## src/rtl/not_serial_arbiter_pkg.sv

```systemverilog
// ---------------------------------------------------------------------------
// not_serial_pkg
// Shared types and constants for the serial one's-complement arbiter.
//   - state_e     : controller states (IDLE / RUN / DONE)
//   - SLICE_W     : width of the single shared inverter slice
//   - nbeats()    : number of slice steps needed for a DATA_W operand
//   - beat_cnt_w(): beat counter width, never less than 1 bit
// Build option: NOT_SERIAL_WIDE_EN selects a 16-bit slice instead of 8-bit.
// ---------------------------------------------------------------------------
package not_serial_pkg;

`ifdef NOT_SERIAL_WIDE_EN
    localparam int SLICE_W = 16;
`else
    localparam int SLICE_W = 8;
`endif

    typedef enum logic [1:0] {
        IDLE = 2'd0,
        RUN  = 2'd1,
        DONE = 2'd2
    } state_e;

    function automatic int nbeats(input int data_w);
        return data_w / SLICE_W;
    endfunction

    // A single-beat build still needs a 1-bit counter to keep the RTL uniform.
    function automatic int beat_cnt_w(input int data_w);
        if (nbeats(data_w) <= 1) begin
            return 1;
        end else begin
            return $clog2(nbeats(data_w));
        end
    endfunction

endpackage

```

## src/rtl/not_serial_arbiter_if.sv

```systemverilog
// ---------------------------------------------------------------------------
// not_serial_arbiter_if
// Bundles the two requester channels, the result channel and the busy flag.
//   in0_valid/in0_data/in0_ready : requester 0 operand handshake
//   in1_valid/in1_data/in1_ready : requester 1 operand handshake
//   out_valid/out_data/out_id/out_ready : tagged result handshake
//   busy : arbiter is working on or holding a result
// Modports: slave = the arbiter, master = the requesters/consumer side.
// ---------------------------------------------------------------------------
interface not_serial_arbiter_if #(
    parameter int DATA_W = 32
) ();

    logic              in0_valid;
    logic [DATA_W-1:0] in0_data;
    logic              in0_ready;
    logic              in1_valid;
    logic [DATA_W-1:0] in1_data;
    logic              in1_ready;
    logic              out_valid;
    logic [DATA_W-1:0] out_data;
    logic              out_id;
    logic              out_ready;
    logic              busy;

    modport slave (
        input  in0_valid, in0_data, in1_valid, in1_data, out_ready,
        output in0_ready, in1_ready, out_valid, out_data, out_id, busy
    );

    modport master (
        output in0_valid, in0_data, in1_valid, in1_data, out_ready,
        input  in0_ready, in1_ready, out_valid, out_data, out_id, busy
    );

endinterface

```

## src/rtl/not_slice.sv

```systemverilog
// ---------------------------------------------------------------------------
// not_slice
// The one shared bitwise inverter slice. Purely combinational.
//   a : W-bit slice of the operand
//   y : bitwise complement of a
// ---------------------------------------------------------------------------
module not_slice #(
    parameter int W = 8
) (
    input  logic [W-1:0] a,
    output logic [W-1:0] y
);

    assign y = ~a;

endmodule

```

## src/rtl/not_serial_arbiter.sv

```systemverilog
// ---------------------------------------------------------------------------
// not_serial_arbiter
// Two requesters share one narrow inverter slice. An accepted operand is
// complemented one slice per clock, then presented as a tagged result that
// is held until the consumer takes it. Ties are broken round-robin.
// Ports:
//   clk   : rising-edge clock
//   rst_n : asynchronous active-low reset
//   bus   : not_serial_arbiter_if.slave (request, result and busy signals)
// Build option: NOT_SERIAL_WIDE_EN (16-bit slice, half the beats).
// ---------------------------------------------------------------------------
module not_serial_arbiter
    import not_serial_pkg::*;
#(
    parameter int DATA_W = 32
) (
    input  logic                  clk,
    input  logic                  rst_n,
    not_serial_arbiter_if.slave   bus
);

    localparam int                NBEATS    = nbeats(DATA_W);
    localparam int                BEAT_W    = beat_cnt_w(DATA_W);
    localparam logic [BEAT_W-1:0] LAST_BEAT = BEAT_W'(NBEATS - 1);

    state_e              state_q, state_d;
    logic [BEAT_W-1:0]   beat_q,  beat_d;
    logic [DATA_W-1:0]   op_q,    op_d;
    logic [DATA_W-1:0]   res_q,   res_d;
    logic                id_q,    id_d;
    logic                last_q,  last_d;

    logic                grant_s;
    logic                gnt_any_s;
    logic                in0_ready_s;
    logic                in1_ready_s;
    logic                accept_s;
    logic [SLICE_W-1:0]  slice_in_s;
    logic [SLICE_W-1:0]  slice_out_s;

    // Round-robin grant: a lone requester wins, a tie goes to the one not served last.
    always_comb begin
        gnt_any_s = bus.in0_valid | bus.in1_valid;
        if (bus.in0_valid && bus.in1_valid) begin
            grant_s = ~last_q;
        end else if (bus.in1_valid) begin
            grant_s = 1'b1;
        end else begin
            grant_s = 1'b0;
        end
        in0_ready_s = (state_q == IDLE) && gnt_any_s && (grant_s == 1'b0);
        in1_ready_s = (state_q == IDLE) && gnt_any_s && (grant_s == 1'b1);
        accept_s    = (in0_ready_s && bus.in0_valid) || (in1_ready_s && bus.in1_valid);
    end

    // Route the current beat's operand slice into the shared inverter.
    always_comb begin
        slice_in_s = op_q[int'(beat_q) * SLICE_W +: SLICE_W];
    end

    not_slice #(
        .W (SLICE_W)
    ) u_not_slice (
        .a (slice_in_s),
        .y (slice_out_s)
    );

    // Next-state and datapath updates for the IDLE/RUN/DONE controller.
    always_comb begin
        state_d = state_q;
        beat_d  = beat_q;
        op_d    = op_q;
        res_d   = res_q;
        id_d    = id_q;
        last_d  = last_q;
        case (state_q)
            IDLE: begin
                if (accept_s) begin
                    op_d    = grant_s ? bus.in1_data : bus.in0_data;
                    id_d    = grant_s;
                    last_d  = grant_s;
                    beat_d  = {BEAT_W{1'b0}};
                    state_d = RUN;
                end else begin
                    state_d = IDLE;
                end
            end
            RUN: begin
                res_d[int'(beat_q) * SLICE_W +: SLICE_W] = slice_out_s;
                if (beat_q == LAST_BEAT) begin
                    beat_d  = {BEAT_W{1'b0}};
                    state_d = DONE;
                end else begin
                    beat_d  = beat_q + BEAT_W'(1);
                    state_d = RUN;
                end
            end
            DONE: begin
                // Returning to IDLE takes an edge of its own, so the next
                // accept is always at least one cycle after the transfer.
                if (bus.out_ready) begin
                    state_d = IDLE;
                end else begin
                    state_d = DONE;
                end
            end
            default: begin
                state_d = IDLE;
            end
        endcase
    end

    // Controller and datapath registers; last resets to 1 so requester 0 wins the first tie.
    always_ff @(posedge clk or negedge rst_n) begin
        if (!rst_n) begin
            state_q <= IDLE;
            beat_q  <= {BEAT_W{1'b0}};
            op_q    <= {DATA_W{1'b0}};
            res_q   <= {DATA_W{1'b0}};
            id_q    <= 1'b0;
            last_q  <= 1'b1;
        end else begin
            state_q <= state_d;
            beat_q  <= beat_d;
            op_q    <= op_d;
            res_q   <= res_d;
            id_q    <= id_d;
            last_q  <= last_d;
        end
    end

    assign bus.in0_ready = in0_ready_s;
    assign bus.in1_ready = in1_ready_s;
    assign bus.out_valid = (state_q == DONE);
    assign bus.out_data  = res_q;
    assign bus.out_id    = id_q;
    assign bus.busy      = (state_q != IDLE);

endmodule
```

## src/flat_wrapper.sv

```systemverilog
// flat-port wrapper written by rule: the top's interface ports become plain ports
module not_serial_arbiter_flat import not_serial_pkg::*;
#(
    parameter int DATA_W = 32
)
  (clk, rst_n, bus_in0_valid, bus_in0_data, bus_in1_valid, bus_in1_data, bus_out_ready, bus_in0_ready, bus_in1_ready, bus_out_valid, bus_out_data, bus_out_id, bus_busy);
  not_serial_arbiter_if #(.DATA_W(DATA_W)) bus_i ();
  input  logic clk;
  input  logic rst_n;
  input wire logic [$bits(bus_i.in0_valid)-1:0] bus_in0_valid;
  input wire logic [$bits(bus_i.in0_data)-1:0] bus_in0_data;
  input wire logic [$bits(bus_i.in1_valid)-1:0] bus_in1_valid;
  input wire logic [$bits(bus_i.in1_data)-1:0] bus_in1_data;
  input wire logic [$bits(bus_i.out_ready)-1:0] bus_out_ready;
  output wire logic [$bits(bus_i.in0_ready)-1:0] bus_in0_ready;
  output wire logic [$bits(bus_i.in1_ready)-1:0] bus_in1_ready;
  output wire logic [$bits(bus_i.out_valid)-1:0] bus_out_valid;
  output wire logic [$bits(bus_i.out_data)-1:0] bus_out_data;
  output wire logic [$bits(bus_i.out_id)-1:0] bus_out_id;
  output wire logic [$bits(bus_i.busy)-1:0] bus_busy;
  assign bus_i.in0_valid = bus_in0_valid;
  assign bus_i.in0_data = bus_in0_data;
  assign bus_i.in1_valid = bus_in1_valid;
  assign bus_i.in1_data = bus_in1_data;
  assign bus_i.out_ready = bus_out_ready;
  assign bus_in0_ready = bus_i.in0_ready;
  assign bus_in1_ready = bus_i.in1_ready;
  assign bus_out_valid = bus_i.out_valid;
  assign bus_out_data = bus_i.out_data;
  assign bus_out_id = bus_i.out_id;
  assign bus_busy = bus_i.busy;
  not_serial_arbiter #(.DATA_W(DATA_W)) u_core (.clk(clk), .rst_n(rst_n), .bus(bus_i));
endmodule
```

## config.mk

```make
export PLATFORM = sky130hd
export DESIGN_NAME = not_serial_arbiter_flat
export DESIGN_NICKNAME = d
export VERILOG_FILES = /design/src/rtl/not_serial_arbiter_pkg.sv /design/src/rtl/not_serial_arbiter_if.sv /design/src/rtl/not_slice.sv /design/src/rtl/not_serial_arbiter.sv /design/src/flat_wrapper.sv
export SDC_FILE = /design/constraint.sdc
export NUM_CORES = 1
export LEC_CHECK = 0
export ABC_AREA = 1
export BUFFER_PORTS_ARGS = -buffer_cell sky130_fd_sc_hd__buf_2
export CORE_MARGIN = 1.5
export CORE_UTILIZATION = 30
export CTS_CLUSTER_DIAMETER = 40
export CTS_CLUSTER_SIZE = 16
export DETAILED_ROUTE_END_ITERATION = 12
export SLEW_MARGIN = 20
export SYNTH_ARGS = -nofsm -noshare
export SYNTH_HDL_FRONTEND = slang
export SYNTH_SLANG_ARGS = --single-unit
```

## constraint.sdc

```tcl
create_clock -name clk -period 2.95 [get_ports clk]
set_input_delay 0.59 -clock clk [delete_from_list [all_inputs] [get_ports clk]]
set_output_delay 0.59 -clock clk [all_outputs]
set_load 0.01 [all_outputs]
```

=== Word-level counts from Yosys, hierarchy flattened ===
Index checks and enable logic that the tools add are counted.

* Flip-flop bits (word level): 70
* Input bits: 69
* Output and inout bits: 37
* Logic and storage cells: 42

* Add/subtract/negate cells: 2
* Equal/unequal tests: 4
* Shift-type cells: 3
* Muxes and demuxes: 11
* Bitwise gates (word level): 4
* Reductions and logical operators: 12

{| class="wikitable"
|+ Operators with widths
! kind !! number
|-
| negator 5 -> 33 bit || 1
|-
| variable shift 8 x 33 -> 32 bit (first input constant) || 1
|-
| indexed part select 8 x 33 -> 32 bit || 1
|-
| bitwise mux 32 bit || 1
|-
| 2-to-1 mux 32 bit || 1
|-
| indexed part select 32 x 6 -> 8 bit || 1
|-
| 2-to-1 mux 2 bit || 4
|-
| NOT 8 bit || 1
|-
| logical AND 1 bit || 6
|-
| one-hot mux 2 bit (3 select lines) || 1
|-
| equality test 2 bit (second input constant) || 2
|-
| one-hot mux 2 bit (2 select lines) || 1
|-
| AND reduction 2 bit || 2
|-
| nonzero test 2 bit || 2
|-
| 2-to-1 mux 1 bit || 3
|-
| adder 2 x 1 -> 2 bit (second input constant) || 1
|-
| equality test 2 x 1 -> 1 bit (second input constant) || 1
|-
| logical NOT 2 bit || 1
|-
| != test 2 x 1 -> 1 bit (second input constant) || 1
|-
| NOT 1 bit || 2
|-
| logical OR 1 bit || 1
|-
| bitwise OR 1 bit || 1
|}

=== Logic depth before layout (Yosys ltp) ===
* Word-level depth: 8
* Depth in mapped cells: 8
* Mapped depth without buffers: 6

=== Cells and area by module ===
Synthesis repeated with hierarchy kept, for this count alone.

* Cells, all modules: 487
* Area total of the unflattened synthesis: 3565.9 um^2

{| class="wikitable"
|+ Modules (own cells, without submodules)
! module !! instances !! cells an instance !! area an instance (um^2) !! sequential area each (um^2)
|-
| not_serial_arbiter || 1 || 479 || 3535.9 || 1752.9
|-
| not_slice || 1 || 8 || 30.0 || 0.0
|}

=== Worst setup path after synthesis ===
No wires, ideal clock.

* Kind: input-to-output
* Start point: in bus_in1_valid
* End point: out bus_in0_ready
* Arrival time: 1158 ps
* Required time: 2360 ps
* Path slack: 1202 ps
* Stages on the path: 3
* Cells stage by stage: buf_2 -> clkbuf_1 -> a21oi_1

* Cells in the longest elaborated chain, start to end: 4
* Elaborated cells on any way between the ends: 7

{| class="wikitable"
|+ Ends and longest elaborated chain
! element !! line !! source
|-
| start: declaration || flat_wrapper.sv:12 || <nowiki>input wire logic [$bits(bus_i.in1_valid)-1:0] bus_in1_valid;</nowiki>
|-
| 2-to-1 mux 1 bit or logical AND 1 bit (tied branches) || not_serial_arbiter.sv:46, not_serial_arbiter.sv:44 ||
|-
| 2-to-1 mux 1 bit || not_serial_arbiter.sv:44 || <nowiki>if (bus.in0_valid && bus.in1_valid) begin</nowiki>
|-
| NOT 1 bit || not_serial_arbiter.sv:51 || <nowiki>in0_ready_s = (state_q == IDLE) && gnt_any_s && (grant_s == 1'b0);</nowiki>
|-
| logical AND 1 bit * || not_serial_arbiter.sv:51 ||
|-
| end: declaration || flat_wrapper.sv:15 || <nowiki>output wire logic [$bits(bus_i.in0_ready)-1:0] bus_in0_ready;</nowiki>
|}

Mark *: on every way between the ends. The rest lies on a longest branch, timed or not.

=== Final worst setup path ===
* Start point: reg u_core.beat_q[1]
* End point: reg u_core.res_q[15] (netlist: u_core.bus.out_data[15])

* Cells in the longest elaborated chain, start to end: 4
* Elaborated cells on any way between the ends: 6

{| class="wikitable"
|+ Ends and longest elaborated chain
! element !! line !! source
|-
| start: declaration || not_serial_arbiter.sv:27 || <nowiki>logic [BEAT_W-1:0] beat_q, beat_d;</nowiki>
|-
| start signal: assignment || not_serial_arbiter.sv:117 || <nowiki>beat_q <= {BEAT_W{1'b0}};</nowiki>
|-
| start signal: assignment || not_serial_arbiter.sv:124 || <nowiki>beat_q <= beat_d;</nowiki>
|-
| indexed part select 32 x 6 -> 8 bit || not_serial_arbiter.sv:58 || <nowiki>slice_in_s = op_q[int'(beat_q) * SLICE_W +: SLICE_W];</nowiki>
|-
| NOT 8 bit || not_slice.sv:14 || <nowiki>assign y = ~a;</nowiki>
|-
| indexed part select 8 x 33 -> 32 bit || not_serial_arbiter.sv:89 || <nowiki>res_d[int'(beat_q) * SLICE_W +: SLICE_W] = slice_out_s;</nowiki>
|-
| bitwise mux 32 bit * || not_serial_arbiter.sv:89 ||
|-
| end signal: assignment || not_serial_arbiter.sv:119 || <nowiki>res_q <= {DATA_W{1'b0}};</nowiki>
|-
| end signal: assignment || not_serial_arbiter.sv:126 || <nowiki>res_q <= res_d;</nowiki>
|-
| end: declaration || not_serial_arbiter.sv:29 || <nowiki>logic [DATA_W-1:0] res_q, res_d;</nowiki>
|}

Marks and branches as above.
A chain may end at the register's enable or synchronous reset.

==> impl_metrics.py <==
metrics = {
    "floorplanning": {
        "rows": 38,
        "core_region_area_sq_mm": 0.0110,
        "io_pins": 106,
        "die_area_sq_mm": 0.0120,
        "chipWidth_microns": 110,
        "initial_utilization_pct": 31.1,
        "die_height_microns": 110,
    },
    "sta": {
        "clock.fmax_mhz": 490,
        "timing.final.hold_violations": 0,
        "fin_worst_hold_slack_ns": 0.314,
        "final.period_utilization_pct": 69.1,
        "fin_tns_setup_ns": 0,
        "relative_max_transition_margin_pct": 52.3,
        "setup-violations-final": 0,
        "fin_skew_ns": 0.00448,
        "grt_setup_unrepaired": "false",
        "final_max_slew_viol_count": 0,
        "final.min_clock_period_ns": 2.04,
        "finalWorstSetupSlack_ns": 0.911,
        "timing_worst_slew_pin_value_ns": 0.716,
    },
    "clock_tree": {
        "post_cts_buffers": 0,
        "tritoncts.num_buffers": 9,
        "clk-insertion-delay-late_ns": 0.33,
        "cts_htree_levels": 3,
        "post_cts_hold_buffer_count": 0,
        "clock_tree.root_cell": "sky130_fd_sc_hd__clkbuf_16",
        "path_clk_slew_ns": 0.05,
        "cts_tree": "done",
        "cts.repair.resized": 0,
        "clkSinkCount": 70,
        "cts.path.max_buffers": 2,
    },
    "pwr": {
        "vdd.ir_drop.worst_v": 0.000340,
        "powerDensity_mw_per_mm2": 1060,
        "total_leakage_power_nw": 2.28,
    },
    "setup_path": {
        "cp-end-kind": "flip-flop",
        "setup.worst_path.class": "reg -> reg",
        "crit_fanout": 12,
        "crit_path_start_kind": "flip-flop",
        "worst-endpoint-required_ns": 3.22,
        "worst_ep_arrival_time_ns": 2.31,
    },
    "yosys": {
        "syn_area_sq_mm": 0.00341,
        "ys_types": 26,
        "syn-num-nets": 497,
        "ys.warnings.count": 0,
        "synth.yosys.seq_area_share_pct": 51.3,
        "syn_area_per_cell_sq_um": 8.09,
        "yosys_register_bits": 70,
        "netlist_instances": 422,
    },
    "global_routing": {
        "grt_start_max_net_pins": 47,
        "grt_usage_pct": 16.1,
        "antenna_violations_before_repair": 0,
        "first_pass_grt_wire_length_microns": 15000,
        "grt_pass1_vias": 3163,
        "grt.overflow.total": 0,
    },
    "placement": {
        "placement_cell_area_sq_mm": 0.00406,
        "numPortBuffers": 105,
        "detailedPlace.worstSlack_ns": 0.926,
        "dpl.hpwl_microns": 6730,
        "place.gp.congestion": 0.829,
    },
    "cells_and_area": {
        "fin_util_pct": 39.5,
        "regArea_sq_mm": 0.00175,
        "multiInputGateArea_sq_mm": 0.00149,
        "final_design_area_no_fill_sq_mm": 0.00434,
        "antenna_cells_inserted": 0,
        "area_growth_from_synthesis_to_final_layout_pct": 27.2,
        "num-nets-final": 594,
        "layout.filler_cells": 1131,
        "drive_gt1_share_pct": 26.1,
    },
    "flow_run": {
        "max_cap_violations": 0,
    },
    "routing": {
        "vias_cell": 4.73,
        "detailed_route_via_count": 3140,
        "dr.first_iter.drc_count": 133,
        "finalWirelength_microns": 8930,
        "ant_nets": 0,
        "drc": 0,
        "avgRoutedWirePerCell_microns": 13.4,
        "detail_route.first_pass.iterations": 4,
    },
    "outcome": {
        "outcome": "complete, no violations",
    },
    "hold_path": {
        "worstHoldPathType": "in -> async",
    },
}
## critical path, stage by stage (launching register included)
cell and delay, ns:
sky130_fd_sc_hd__dfrtp_1 0.57, sky130_fd_sc_hd__inv_2 0.19, sky130_fd_sc_hd__ha_1 0.43, sky130_fd_sc_hd__nand3_1 0.13, sky130_fd_sc_hd__nor2_1 0.41, sky130_fd_sc_hd__nand4_1 0.15, sky130_fd_sc_hd__nand2_1 0.09
## state kept, by name (all words and copies together) (netlist names)
signal,count
u_core.beat_q,2
u_core.bus.out_data,32
u_core.bus.out_id,1
u_core.last_q,1
u_core.op_q,32
u_core.state_q,2
## where the power goes
part	internal, W	leakage, nW	switching (W)
clock network	0.000648	0.143	0.000382
registers	0.00136	0.868	0.000258
logic	0.000639	1.27	0.00130
## layer usage
layer	vias to the layer above	share of wire (%)	GRT usage (%)
li1	1609	-	-
met1	1436	48	21.9
met2	83	45	25.0
met3	12	5.3	4.33
met4	0	1.6	4.45
met5	-	0	0
## layout make-up
type	count	share of cell area, %
clock buffers	11	5.36
repair buffers	111	13.7
flip-flops and latches	70	40.4
multi-input cells	315	34.3
clock inverters	5	1.15
well taps	140	4.03
inverters	12	1.10
## synth_stat cells, drive strengths merged
library cell | instances | share of area, %
nor2 | 39 | 4.7
a21oi | 1 | 0.15
o21ai | 10 | 1.5
nand3 | 52 | 7.8
clkbuf | 9 | 0.99
o31ai | 1 | 0.22
dfrtp | 69 | 51
nand2 | 155 | 17
ha | 6 | 2.2
nand4 | 17 | 3.1
buf | 16 | 2.9
nor3 | 1 | 0.48
a31oi | 32 | 5.9
dfstp | 1 | 0.77
o22ai | 1 | 0.18
inv | 12 | 1.4
## metrics by stage
step	total power, W	cells
3_5_place_dp	0.00358	648
3_3_place_gp	0.00355	648
2_1_floorplan	0.00295	422
4_1_cts	0.00462	664
5_1_grt	0.00497	664
6_report	0.00458	664
## cell families after synthesis
logic type,Yosys count,share of synthesized area [%]
and+or+nand+nor,264,33.3
DFF,70,51.3
AOI/OAI and AO/OA,45,7.88
buffers and inverters,37,5.24
adders and majority gates,6,2.20
## path summary, 6_finish.rpt
path / from / to / slack (ns) / cells after the start
hold reg to reg: u_core.bus.out_data[3]$_DFFE_PN0P_ / u_core.bus.out_data[3]$_DFFE_PN0P_ / 0.47 / 2
setup / recovery: u_core.beat_q[1]$_DFFE_PN0P_ / u_core.bus.out_data[15]$_DFFE_PN0P_ / 0.91 / 6
hold / removal: rst_n / u_core.op_q[29]$_DFFE_PN0P_ / 0.31 / 1
min in group clk: bus_out_ready / u_core.state_q[1]$_DFF_PN0_ / 0.46 / 2
max in group asynchronous: rst_n / u_core.bus.out_data[26]$_DFFE_PN0P_ / 1.99 / 2
setup reg to reg: u_core.beat_q[1]$_DFFE_PN0P_ / u_core.bus.out_data[15]$_DFFE_PN0P_ / 0.91 / 6
## placed cells by master (no fill, tap or decap), types with 2 or more instances in the layout
cell type,instances
sky130_fd_sc_hd__clkbuf_1,2
sky130_fd_sc_hd__o21ai_1,3
sky130_fd_sc_hd__nand3_1,51
sky130_fd_sc_hd__inv_2,3
sky130_fd_sc_hd__o21ai_0,7
sky130_fd_sc_hd__clkbuf_16,9
sky130_fd_sc_hd__nor2_4,2
sky130_fd_sc_hd__buf_4,4
sky130_fd_sc_hd__nor2_1,36
sky130_fd_sc_hd__nand4_1,17
sky130_fd_sc_hd__dfrtp_1,69
sky130_fd_sc_hd__buf_2,105
sky130_fd_sc_hd__nand2_1,153
sky130_fd_sc_hd__buf_12,2
sky130_fd_sc_hd__inv_1,8
sky130_fd_sc_hd__ha_1,6
sky130_fd_sc_hd__clkinv_2,4
sky130_fd_sc_hd__a31oi_1,32
Power figures use the tool's default switching activity.
